===== config.mk =====
export PLATFORM = sky130hd
export DESIGN_NAME = vend_change_scheduler_flat
export DESIGN_NICKNAME = d
export VERILOG_FILES = /design/src/rtl/vend_pkg.sv /design/src/rtl/vend_change_scheduler_if.sv /design/src/rtl/vend_payout_ctrl.sv /design/src/rtl/vend_change_scheduler.sv /design/src/flat_wrapper.sv
export SDC_FILE = /design/constraint.sdc
export NUM_CORES = 1
export LEC_CHECK = 0
export CAP_MARGIN = 5
export CORE_ASPECT_RATIO = 2
export CORE_MARGIN = 2
export CORE_UTILIZATION = 41
export CTS_BUF_LIST = sky130_fd_sc_hd__clkbuf_8
export DETAILED_ROUTE_END_ITERATION = 10
export PLACE_DENSITY = 0.73
export RECOVER_POWER = 50
export SETUP_SLACK_MARGIN = 0.4
export SYNTH_ARGS = -nofsm -noshare
export SYNTH_HDL_FRONTEND = slang
export SYNTH_HIERARCHICAL = 1
export SYNTH_SLANG_ARGS = --single-unit

===== constraint.sdc =====
create_clock -name clk -period 3.4 [get_ports clk]
set_input_delay 0.68 -clock clk [delete_from_list [all_inputs] [get_ports clk]]
set_output_delay 0.68 -clock clk [all_outputs]
set_load 0.005 [all_outputs]

===== src/rtl/vend_pkg.sv =====
// Shared types and constants for the vending change scheduler.
package vend_pkg;

  typedef enum logic [2:0] {
    IDLE   = 3'd0,
    VEND   = 3'd1,
    PAYOUT = 3'd2,
    GAP    = 3'd3,
    FAULT  = 3'd4
  } state_e;

  localparam int COIN5_VAL   = 5;
  localparam int COIN10_VAL  = 10;
  localparam int CHANGE_UNIT = 5;

  // Simultaneous coin5/coin10 is illegal and is worth nothing.
  function automatic int coin_value(input logic c5, input logic c10);
    case ({c5, c10})
      2'b10:   coin_value = COIN5_VAL;
      2'b01:   coin_value = COIN10_VAL;
      default: coin_value = 0;
    endcase
  endfunction

endpackage


===== src/rtl/vend_change_scheduler_if.sv =====
// Bus between the scheduler and the coin acceptor / dispense actuator / change hopper.
interface vend_change_scheduler_if #(parameter int CW = 6);

  logic          coin5;
  logic          coin10;
  logic          cancel;
  logic          change_ack;
  logic          coin_accept;
  logic          dispense;
  logic          change_req;
  logic [CW-1:0] credit;
  logic          busy;
  logic          fault;

  modport master (
    output coin5, coin10, cancel, change_ack,
    input  coin_accept, dispense, change_req, credit, busy, fault
  );

  modport slave (
    input  coin5, coin10, cancel, change_ack,
    output coin_accept, dispense, change_req, credit, busy, fault
  );

endinterface


===== src/rtl/vend_payout_ctrl.sv =====
// Change hopper handshake: holds change_req from start until ack or timeout.
module vend_payout_ctrl
  import vend_pkg::*;
#(
  parameter int CW             = 6,
  parameter int HOPPER_TIMEOUT = 15
) (
  input  logic          clk,
  input  logic          rst,
  input  logic          i_start,
  input  logic [CW-1:0] i_amount,
  input  logic          i_change_ack,
  output logic          o_change_req,
  output logic          o_done,
  output logic          o_timeout,
  output logic [CW-1:0] o_next_amount
);

  localparam int            TW      = $clog2(HOPPER_TIMEOUT + 1);
  localparam logic [TW-1:0] TO_LAST = TW'(HOPPER_TIMEOUT - 1);
  localparam logic [CW-1:0] UNIT    = CW'(CHANGE_UNIT);

  logic          r_active;
  logic [TW-1:0] r_count;
  logic          w_done;
  logic          w_timeout;

  assign w_done    = r_active && i_change_ack;
  // Timeout fires on the cycle that would make the wait count reach HOPPER_TIMEOUT.
  assign w_timeout = r_active && !i_change_ack && (r_count == TO_LAST);

  // Request flag and wait counter.
  always_ff @(posedge clk) begin
    if (!rst) begin
      r_active <= 1'b0;
      r_count  <= {TW{1'b0}};
    end else if (i_start) begin
      r_active <= 1'b1;
      r_count  <= {TW{1'b0}};
    end else if (w_done || w_timeout) begin
      r_active <= 1'b0;
      r_count  <= {TW{1'b0}};
    end else if (r_active) begin
      r_count  <= r_count + TW'(1'b1);
    end else begin
      r_count  <= {TW{1'b0}};
    end
  end

  assign o_change_req  = r_active;
  assign o_done        = w_done;
  assign o_timeout     = w_timeout;
  assign o_next_amount = (i_amount >= UNIT) ? (i_amount - UNIT) : {CW{1'b0}};

endmodule


===== src/rtl/vend_change_scheduler.sv =====
// Vending sequencer: credit accumulation, auto-vend, change payout, hopper fault.
// Optional VEND_COUNTER_EN adds a 16-bit wrapping dispense counter output.
module vend_change_scheduler
  import vend_pkg::*;
#(
  parameter int PRICE          = 15,
  parameter int CREDIT_MAX     = 35,
  parameter int CW             = 6,
  parameter int HOPPER_TIMEOUT = 15
) (
  input  logic                    clk,
  input  logic                    rst,
  vend_change_scheduler_if.slave  bus
`ifdef VEND_COUNTER_EN
  ,
  output logic [15:0]             vend_count
`endif
);

  localparam logic [CW-1:0] PRICE_C   = CW'(PRICE);
  localparam logic [CW-1:0] ACCEPT_LE = CW'(CREDIT_MAX - 10);

  state_e        r_state;
  state_e        w_state_next;
  logic [CW-1:0] r_credit;
  logic [CW-1:0] w_credit_next;
  logic [CW-1:0] w_coin_val;
  logic [CW-1:0] w_credit_add;
  logic [CW-1:0] w_after_vend;
  logic [CW-1:0] w_next_amount;
  logic          w_accept;
  logic          w_start;
  logic          w_done;
  logic          w_timeout;
  logic          w_change_req;

  assign w_coin_val   = CW'(coin_value(bus.coin5, bus.coin10));
  assign w_accept     = (r_state == IDLE) && (r_credit < PRICE_C) && (r_credit <= ACCEPT_LE);
  assign w_credit_add = w_accept ? (r_credit + w_coin_val) : r_credit;
  assign w_after_vend = r_credit - PRICE_C;

  // Next state, next credit and payout start.
  always_comb begin
    w_state_next  = r_state;
    w_credit_next = r_credit;
    w_start       = 1'b0;
    case (r_state)
      IDLE: begin
        w_credit_next = w_credit_add;
        if (r_credit >= PRICE_C) begin
          w_state_next = VEND;
        end else if (w_credit_add >= PRICE_C) begin
          // A completing coin beats a simultaneous cancel; the vend follows next cycle.
          w_state_next = IDLE;
        end else if (bus.cancel && (w_credit_add != {CW{1'b0}})) begin
          w_state_next = PAYOUT;
          w_start      = 1'b1;
        end else begin
          w_state_next = IDLE;
        end
      end
      VEND: begin
        w_credit_next = w_after_vend;
        if (w_after_vend != {CW{1'b0}}) begin
          w_state_next = PAYOUT;
          w_start      = 1'b1;
        end else begin
          w_state_next = IDLE;
        end
      end
      PAYOUT: begin
        if (w_done) begin
          w_credit_next = w_next_amount;
          w_state_next  = GAP;
        end else if (w_timeout) begin
          w_state_next  = FAULT;
        end else begin
          w_state_next  = PAYOUT;
        end
      end
      GAP: begin
        if (r_credit == {CW{1'b0}}) begin
          w_state_next = IDLE;
        end else begin
          w_state_next = PAYOUT;
          w_start      = 1'b1;
        end
      end
      FAULT: begin
        w_state_next = FAULT;
      end
      default: begin
        w_state_next  = IDLE;
        w_credit_next = {CW{1'b0}};
      end
    endcase
  end

  // State and credit registers.
  always_ff @(posedge clk) begin
    if (!rst) begin
      r_state  <= IDLE;
      r_credit <= {CW{1'b0}};
    end else begin
      r_state  <= w_state_next;
      r_credit <= w_credit_next;
    end
  end

  vend_payout_ctrl #(
    .CW             (CW),
    .HOPPER_TIMEOUT (HOPPER_TIMEOUT)
  ) u_payout (
    .clk           (clk),
    .rst           (rst),
    .i_start       (w_start),
    .i_amount      (r_credit),
    .i_change_ack  (bus.change_ack),
    .o_change_req  (w_change_req),
    .o_done        (w_done),
    .o_timeout     (w_timeout),
    .o_next_amount (w_next_amount)
  );

`ifdef VEND_COUNTER_EN
  logic [15:0] r_vend_count;

  // Dispense pulse counter, wraps naturally at 16 bits.
  always_ff @(posedge clk) begin
    if (!rst) begin
      r_vend_count <= 16'd0;
    end else if (r_state == VEND) begin
      r_vend_count <= r_vend_count + 16'd1;
    end else begin
      r_vend_count <= r_vend_count;
    end
  end

  assign vend_count = r_vend_count;
`endif

  assign bus.coin_accept = w_accept;
  assign bus.dispense    = (r_state == VEND);
  assign bus.change_req  = w_change_req;
  assign bus.credit      = r_credit;
  assign bus.busy        = (r_state != IDLE);
  assign bus.fault       = (r_state == FAULT);

endmodule

===== src/flat_wrapper.sv =====
// flat-port wrapper written by rule: the top's interface ports become plain ports
module vend_change_scheduler_flat import vend_pkg::*;
#(
  parameter int PRICE          = 15,
  parameter int CREDIT_MAX     = 35,
  parameter int CW             = 6,
  parameter int HOPPER_TIMEOUT = 15
)
  (clk, rst, bus_coin5, bus_coin10, bus_cancel, bus_change_ack, bus_coin_accept, bus_dispense, bus_change_req, bus_credit, bus_busy, bus_fault);
  vend_change_scheduler_if #(.CW(CW)) bus_i ();
  input  logic clk;
  input  logic rst;
  input wire logic [$bits(bus_i.coin5)-1:0] bus_coin5;
  input wire logic [$bits(bus_i.coin10)-1:0] bus_coin10;
  input wire logic [$bits(bus_i.cancel)-1:0] bus_cancel;
  input wire logic [$bits(bus_i.change_ack)-1:0] bus_change_ack;
  output wire logic [$bits(bus_i.coin_accept)-1:0] bus_coin_accept;
  output wire logic [$bits(bus_i.dispense)-1:0] bus_dispense;
  output wire logic [$bits(bus_i.change_req)-1:0] bus_change_req;
  output wire logic [$bits(bus_i.credit)-1:0] bus_credit;
  output wire logic [$bits(bus_i.busy)-1:0] bus_busy;
  output wire logic [$bits(bus_i.fault)-1:0] bus_fault;
  assign bus_i.coin5 = bus_coin5;
  assign bus_i.coin10 = bus_coin10;
  assign bus_i.cancel = bus_cancel;
  assign bus_i.change_ack = bus_change_ack;
  assign bus_coin_accept = bus_i.coin_accept;
  assign bus_dispense = bus_i.dispense;
  assign bus_change_req = bus_i.change_req;
  assign bus_credit = bus_i.credit;
  assign bus_busy = bus_i.busy;
  assign bus_fault = bus_i.fault;
  vend_change_scheduler #(.PRICE(PRICE), .CREDIT_MAX(CREDIT_MAX), .CW(CW), .HOPPER_TIMEOUT(HOPPER_TIMEOUT)) u_core (.clk(clk), .rst(rst), .bus(bus_i));
endmodule

Word level (Yosys, flattened, before mapping)
Cells that the tools add are included.

Output and inout bits: 11. Register bits after elaboration: 14. Logic and storage cells: 62. Input port bits: 6.

Mux-type cells: 21. Eq/ne operators: 8. Reduce and logical (&&, ||, !) cells: 17. Bitwise operators: 3. Add/sub/neg operators: 4. Order comparisons: 5.

Operator list (number): one-hot mux 6 bit (4 select lines) (1); 2-to-1 mux 6 bit (3); one-hot mux 3 bit (5 select lines) (1); >= comparator 6 x 4 -> 1 bit (second input constant) (2); 2-to-1 mux 3 bit (4); nonzero test 6 bit (2); one-hot mux 4 bit (2 select lines) (1); 2-to-1 mux 1 bit (7); adder 6 x 4 -> 6 bit (1); equality test 3 x 2 -> 1 bit (second input constant) (2); >= comparator 6 x 3 -> 1 bit (second input constant) (1); <= comparator 6 x 5 -> 1 bit (second input constant) (1); logical AND 1 bit (6); logical NOT 6 bit (1); < comparator 6 x 4 -> 1 bit (second input constant) (1); 2-to-1 mux 2 bit (3); subtractor 6 x 3 -> 6 bit (second input constant) (1); subtractor 6 x 4 -> 6 bit (second input constant) (1); adder 4 x 1 -> 4 bit (second input constant) (1); equality test 4 bit (second input constant) (1); OR reduction 4 bit (1); equality test 3 x 1 -> 1 bit (second input constant) (1); equality test 3 bit (second input constant) (1); logical NOT 3 bit (1); other kinds (11) (13).

Depth between registers and ports, before layout
Word-level depth: 11. Mapped depth: 13. Gate-level depth less buffers: 12.

Cells and area by module
The synthesis kept the hierarchy.

By module, submodules not included: vend_change_scheduler (sequential area each 180.2 um2, times used 1, area an instance 1038.5 um2, cells an instance 142); vend_payout_ctrl (sequential area each 100.1 um2, times used 1, area an instance 365.4 um2, cells an instance 48).

Least setup slack after synthesis
Ideal clock, no wire load.

Kind: input port to flip-flop. Start point: input port bus_coin10. End point: register u_core.u_payout.r_count[0]. Path slack: 0.818 ns. Library setup time: 0.064 ns. Arrival: 2.518 ns. Data required time: 3.336 ns. Cell stages on the path: 12. Path buffers: 0. Cells stage by stage: nor2b_2 -> xnor2_1 -> ha_1 -> a21oi_1 -> o221ai_1 -> nand2_1 -> mux2i_1 -> nor3b_1 -> o21bai_1 -> nand4bb_1 -> nand2b_1 -> nor2_1.

Word-level cells in the longest chain between the ends: 11. Elaborated cells between the ends (all ways): 13. Those cells by class: 1 x add/sub; 1 x order compare; 2 x eq/ne; 6 x mux; 3 x reduce/logical.

Ends and longest elaborated chain: start: declaration (RTL line flat_wrapper.sv:14) `input wire logic [$bits(bus_i.coin10)-1:0] bus_coin10;`; equality test 2 x 1 -> 1 bit or equality test 2 bit (tied branches) (RTL line vend_pkg.sv:18) `case ({c5, c10})`; one-hot mux 4 bit (2 select lines) * (RTL line vend_pkg.sv:18); adder 6 x 4 -> 6 bit * (RTL line vend_change_scheduler.sv:39) `assign w_credit_add = w_accept ? (r_credit + w_coin_val) : r_credit;`; 2-to-1 mux 6 bit * (RTL line vend_change_scheduler.sv:39); branches (longest 3 deep; another with >= comparator 6 x 4 -> 1 bit); 2-to-1 mux 1 bit * (RTL line vend_change_scheduler.sv:52) `end else if (w_credit_add >= PRICE_C) begin`; 2-to-1 mux 1 bit * (RTL line vend_change_scheduler.sv:50) `if (r_credit >= PRICE_C) begin`; one-hot mux 1 bit (3 select lines) * (RTL line vend_change_scheduler.sv:47) `case (r_state)`; via u_core.w_start (RTL line vend_change_scheduler.sv:32) `logic w_start;`; OR reduction 4 bit (no source line) *; end signal: assignment (RTL line vend_payout_ctrl.sv:42) `r_count <= {TW{1'b0}};`; end signal: assignment (RTL line vend_payout_ctrl.sv:44) `r_count <= r_count + TW'(1'b1);`; end signal: assignment (RTL line vend_payout_ctrl.sv:46) `r_count <= {TW{1'b0}};`; end: declaration (RTL line vend_payout_ctrl.sv:24) `logic [TW-1:0] r_count;`.

Mark *: on every way through the listed nets, which the timed path passes. A chain may end at the register's enable or synchronous reset.

Final worst setup path
Start point: register u_core.r_credit[0], in the netlist u_core/bus.credit[0]. End point: output port bus_coin_accept.

Word-level cells in the longest chain between the ends: 3. Elaborated cells between the ends (all ways): 4. Those cells by class: 2 x order compare; 2 x reduce/logical.

Ends and longest elaborated chain: start: declaration (RTL line vend_change_scheduler.sv:25) `logic [CW-1:0] r_credit;`; start signal: assignment (RTL line vend_change_scheduler.sv:103) `r_credit <= {CW{1'b0}};`; start signal: assignment (RTL line vend_change_scheduler.sv:106) `r_credit <= w_credit_next;`; < comparator 6 x 4 -> 1 bit (RTL line vend_change_scheduler.sv:38) `assign w_accept = (r_state == IDLE) && (r_credit < PRICE_C) && (r_credit <= ACCEPT_LE);`; logical AND 1 bit (RTL line vend_change_scheduler.sv:38); logical AND 1 bit * (RTL line vend_change_scheduler.sv:38); end: declaration (RTL line flat_wrapper.sv:17) `output wire logic [$bits(bus_i.coin_accept)-1:0] bus_coin_accept;`.

Mark *: on every way between the ends. The rest lies on a longest branch, timed or not.

==> impl_metrics.tcl <==
set metrics [dict create \
    cts_sinks 14 \
    synth_edf_count 0 \
    critical_path_class "flop to output pin" \
    setup_viol_count_final 0 \
    pin_count 17 \
    drc_errors 0 \
    insertion_delay_ns 0.25 \
    die_w_um 45.4 \
    syn-num-nets 203 \
    arrival_ns 2.16 \
    ys_warn_count 6 \
    core_sq_um 3340 \
    grt_max_degree 21 \
    period_share 0.835 \
    utilization 0.522 \
    min_period_ns 2.84 \
    first_iter_violations 52 \
    totalWireLength_um 3920 \
    diodes 0 \
    cts_tree "yes" \
    min_path_type "flop to flop" \
    worstPathMaxFanout 9 \
    ys_async_sr_fraction 0 \
    drtPass1Iterations 4 \
    fillers 324 \
    ir_drop_uv 495 \
    cts_buffer_depth 2 \
    clkTransAtPathRegs_ns 0.06 \
    routed-via-count 1505 \
    rrSetupSlack_ns 0.64 \
    grtUsageTotal 0.206 \
    start_util 0.420 \
    synth_area_sq_um 1400 \
    dp_worst_setup_slack_ns -0.00382 \
    areaGrowthSynthToFinish_pct 24.2 \
    die_h_um 86.8 \
    die_area_sq_um 3940 \
    grt_pass1_wl_um 6170 \
    seq_area_frac_synth 0.200 \
    grt_pass1_vias 1380 \
    setup_slack_ns 0.560 \
    cts_root_buffer "clkbuf_8" \
    synth-seq-cells 14 \
    rsz0062_at_grt "no" \
    power.density_nw_per_um2 908 \
    hpwl_um 2950 \
    slew_headroom 0.541 \
    cts_htree_levels 1 \
    gr-total-overflow 0 \
    cts_buffers 3 \
    slew_viol_final 0 \
    cp-start-kind "flop" \
    synth_flop_cell "dfxtp_1" \
    syn_area_per_cell_sq_um 7.39 \
    wire_per_inst_um 16.1 \
    leakage_nw 0.676 \
    cp.required_ns 2.72 \
    antenna_found_initial 0 \
    cap_viol_max_count 0 \
    ys_types 59 \
    final-hold-violation-count 0 \
    worst_pin_slew_ns 0.688 \
    cp-end-kind "output pin" \
    viasPerCell 6.19 \
    rows 30 \
    status "finished, final reports clean" \
    synth_cells 190 \
    layout-drive-gt1-share 0.156 \
    num-nets-final 226 \
    port_buffers 16 \
    fin_skew_ns 0.00208 \
    routabilityCongestion 0.903 \
    max_freq_mhz 352 \
    hold_slack_ns 0.484 \
    postRouteAntennaNets 0 \
]
-- logic make-up after synthesis --
| group | Yosys count | synth area share |
|---|---|---|
| buf+inv | 22 | 0.0686 |
| flops | 14 | 0.200 |
| fa+ha+maj | 7 | 0.0624 |
| simple gates | 82 | 0.337 |
| compound gates | 54 | 0.258 |
| mux | 5 | 0.0365 |
| xor+xnor | 6 | 0.0374 |
-- Yosys cell counts (all sizes together), types with 2 or more instances --
library cell	n	area, sq um
a21oi	9	48.8
nand4	3	18.8
inv	13	48.8
mux2i	4	40.0
o211ai	2	15.0
o21ai	19	98.9
nor3	12	71.3
a21boi	4	33.8
nor2	19	71.3
xnor2	5	43.8
nand4b	3	26.3
ha	7	87.6
buf	6	36.3
nor3b	4	30.0
clkbuf	3	11.3
dfxtp	14	280
nor2b	5	33.8
nand3b	2	15.0
nand2b	5	38.8
a22oi	4	30.0
o22ai	2	12.5
nand3	4	20.0
nand2	16	62.6
-- layout make-up --
class | instances | area (sq um) | share of cell area
Clock buffer | 3 | 41.3 | 0.0237
Inverter | 13 | 48.8 | 0.0280
Multi-Input combinational cell | 154 | 1090 | 0.623
Sequential cell | 14 | 280 | 0.161
Tap cell | 32 | 40.0 | 0.0230
Timing Repair Buffer | 27 | 248 | 0.142
-- state kept, by name, indices dropped and copies added (netlist names) --
name,cells
u_core/u_payout/r_count,4
u_core/u_payout/o_change_req,1
u_core/r_state,3
u_core/bus.credit,6
-- metal layers --
metal | vias to the layer above | wire length, um | global-route usage
met5 | - | 0 | 0
met4 | 0 | 162 | 0.120
met3 | 13 | 157 | 0.0313
met2 | 53 | 2170 | 0.361
met1 | 708 | 1430 | 0.220
li1 | 731 | - | -
-- report_power, final --
| part | internal, mW | total [mW] | switching, mW |
|---|---|---|---|
| Clock | 0.0784 | 0.135 | 0.0569 |
| Sequential | 0.213 | 0.358 | 0.145 |
| Combinational | 0.518 | 1.09 | 0.572 |
-- timing repair --
item / in CTS / in global routing
setup buffers: 2 / 5
hold buffers: 0 / 0
endpoints found under the setup margin: 5 / 5
pin swaps: 0 / 5
gates resized for setup: 4 / 10
-- per-stage QoR --
stage	instance area (sq um)	power, mW	cells	TNS [ns]
floorplan	1400	1.05	190	0
global placement	1590	1.36	233	0
detailed placement	1590	1.37	233	-0.00763
CTS	1660	1.53	238	0
global route	1740	1.71	243	0
finish	1740	1.58	243	0
-- cell usage in the layout, fill, tap and decap left out, types with 2 or more instances in the layout --
master,instances
nor2_1,19
nand2_1,15
dfxtp_1,14
o21ai_0,13
inv_1,12
nor3_1,10
clkdlybuf4s50_1,9
buf_4,9
a21oi_1,7
ha_1,6
dlygate4sd3_1,5
xnor2_1,5
nand3_1,4
o21ai_1,4
mux2i_1,4
nor2b_1,4
a22oi_1,4
clkbuf_8,3
nand2b_1,3
nand4_1,3
a21boi_0,3
nand4b_1,3
nor3b_1,3
dlymetal6s2s_1,2
nand2b_4,2
a21oi_2,2
o211ai_1,2
o21ai_2,2
nand3b_1,2
o22ai_1,2
-- final timing paths --
kind,start,end,cells past startpoint
max,u_core/bus.credit[0],bus_coin_accept,5
min,u_core/u_payout/r_count[0],u_core/u_payout/r_count[0],1
min reg2reg,u_core/u_payout/r_count[0],u_core/u_payout/r_count[0],1
max reg2reg,u_core/bus.credit[1],u_core/bus.credit[0],10
-- worst max-delay path, stage by stage (launching register included) --
cell and delay [ns]:
dfxtp_1 0.49, buf_4 0.24, ha_1 0.20, and3_1 0.42, nor2_1 0.09, clkdlybuf4s50_1 0.46
(Power assumes the default switching activity.)
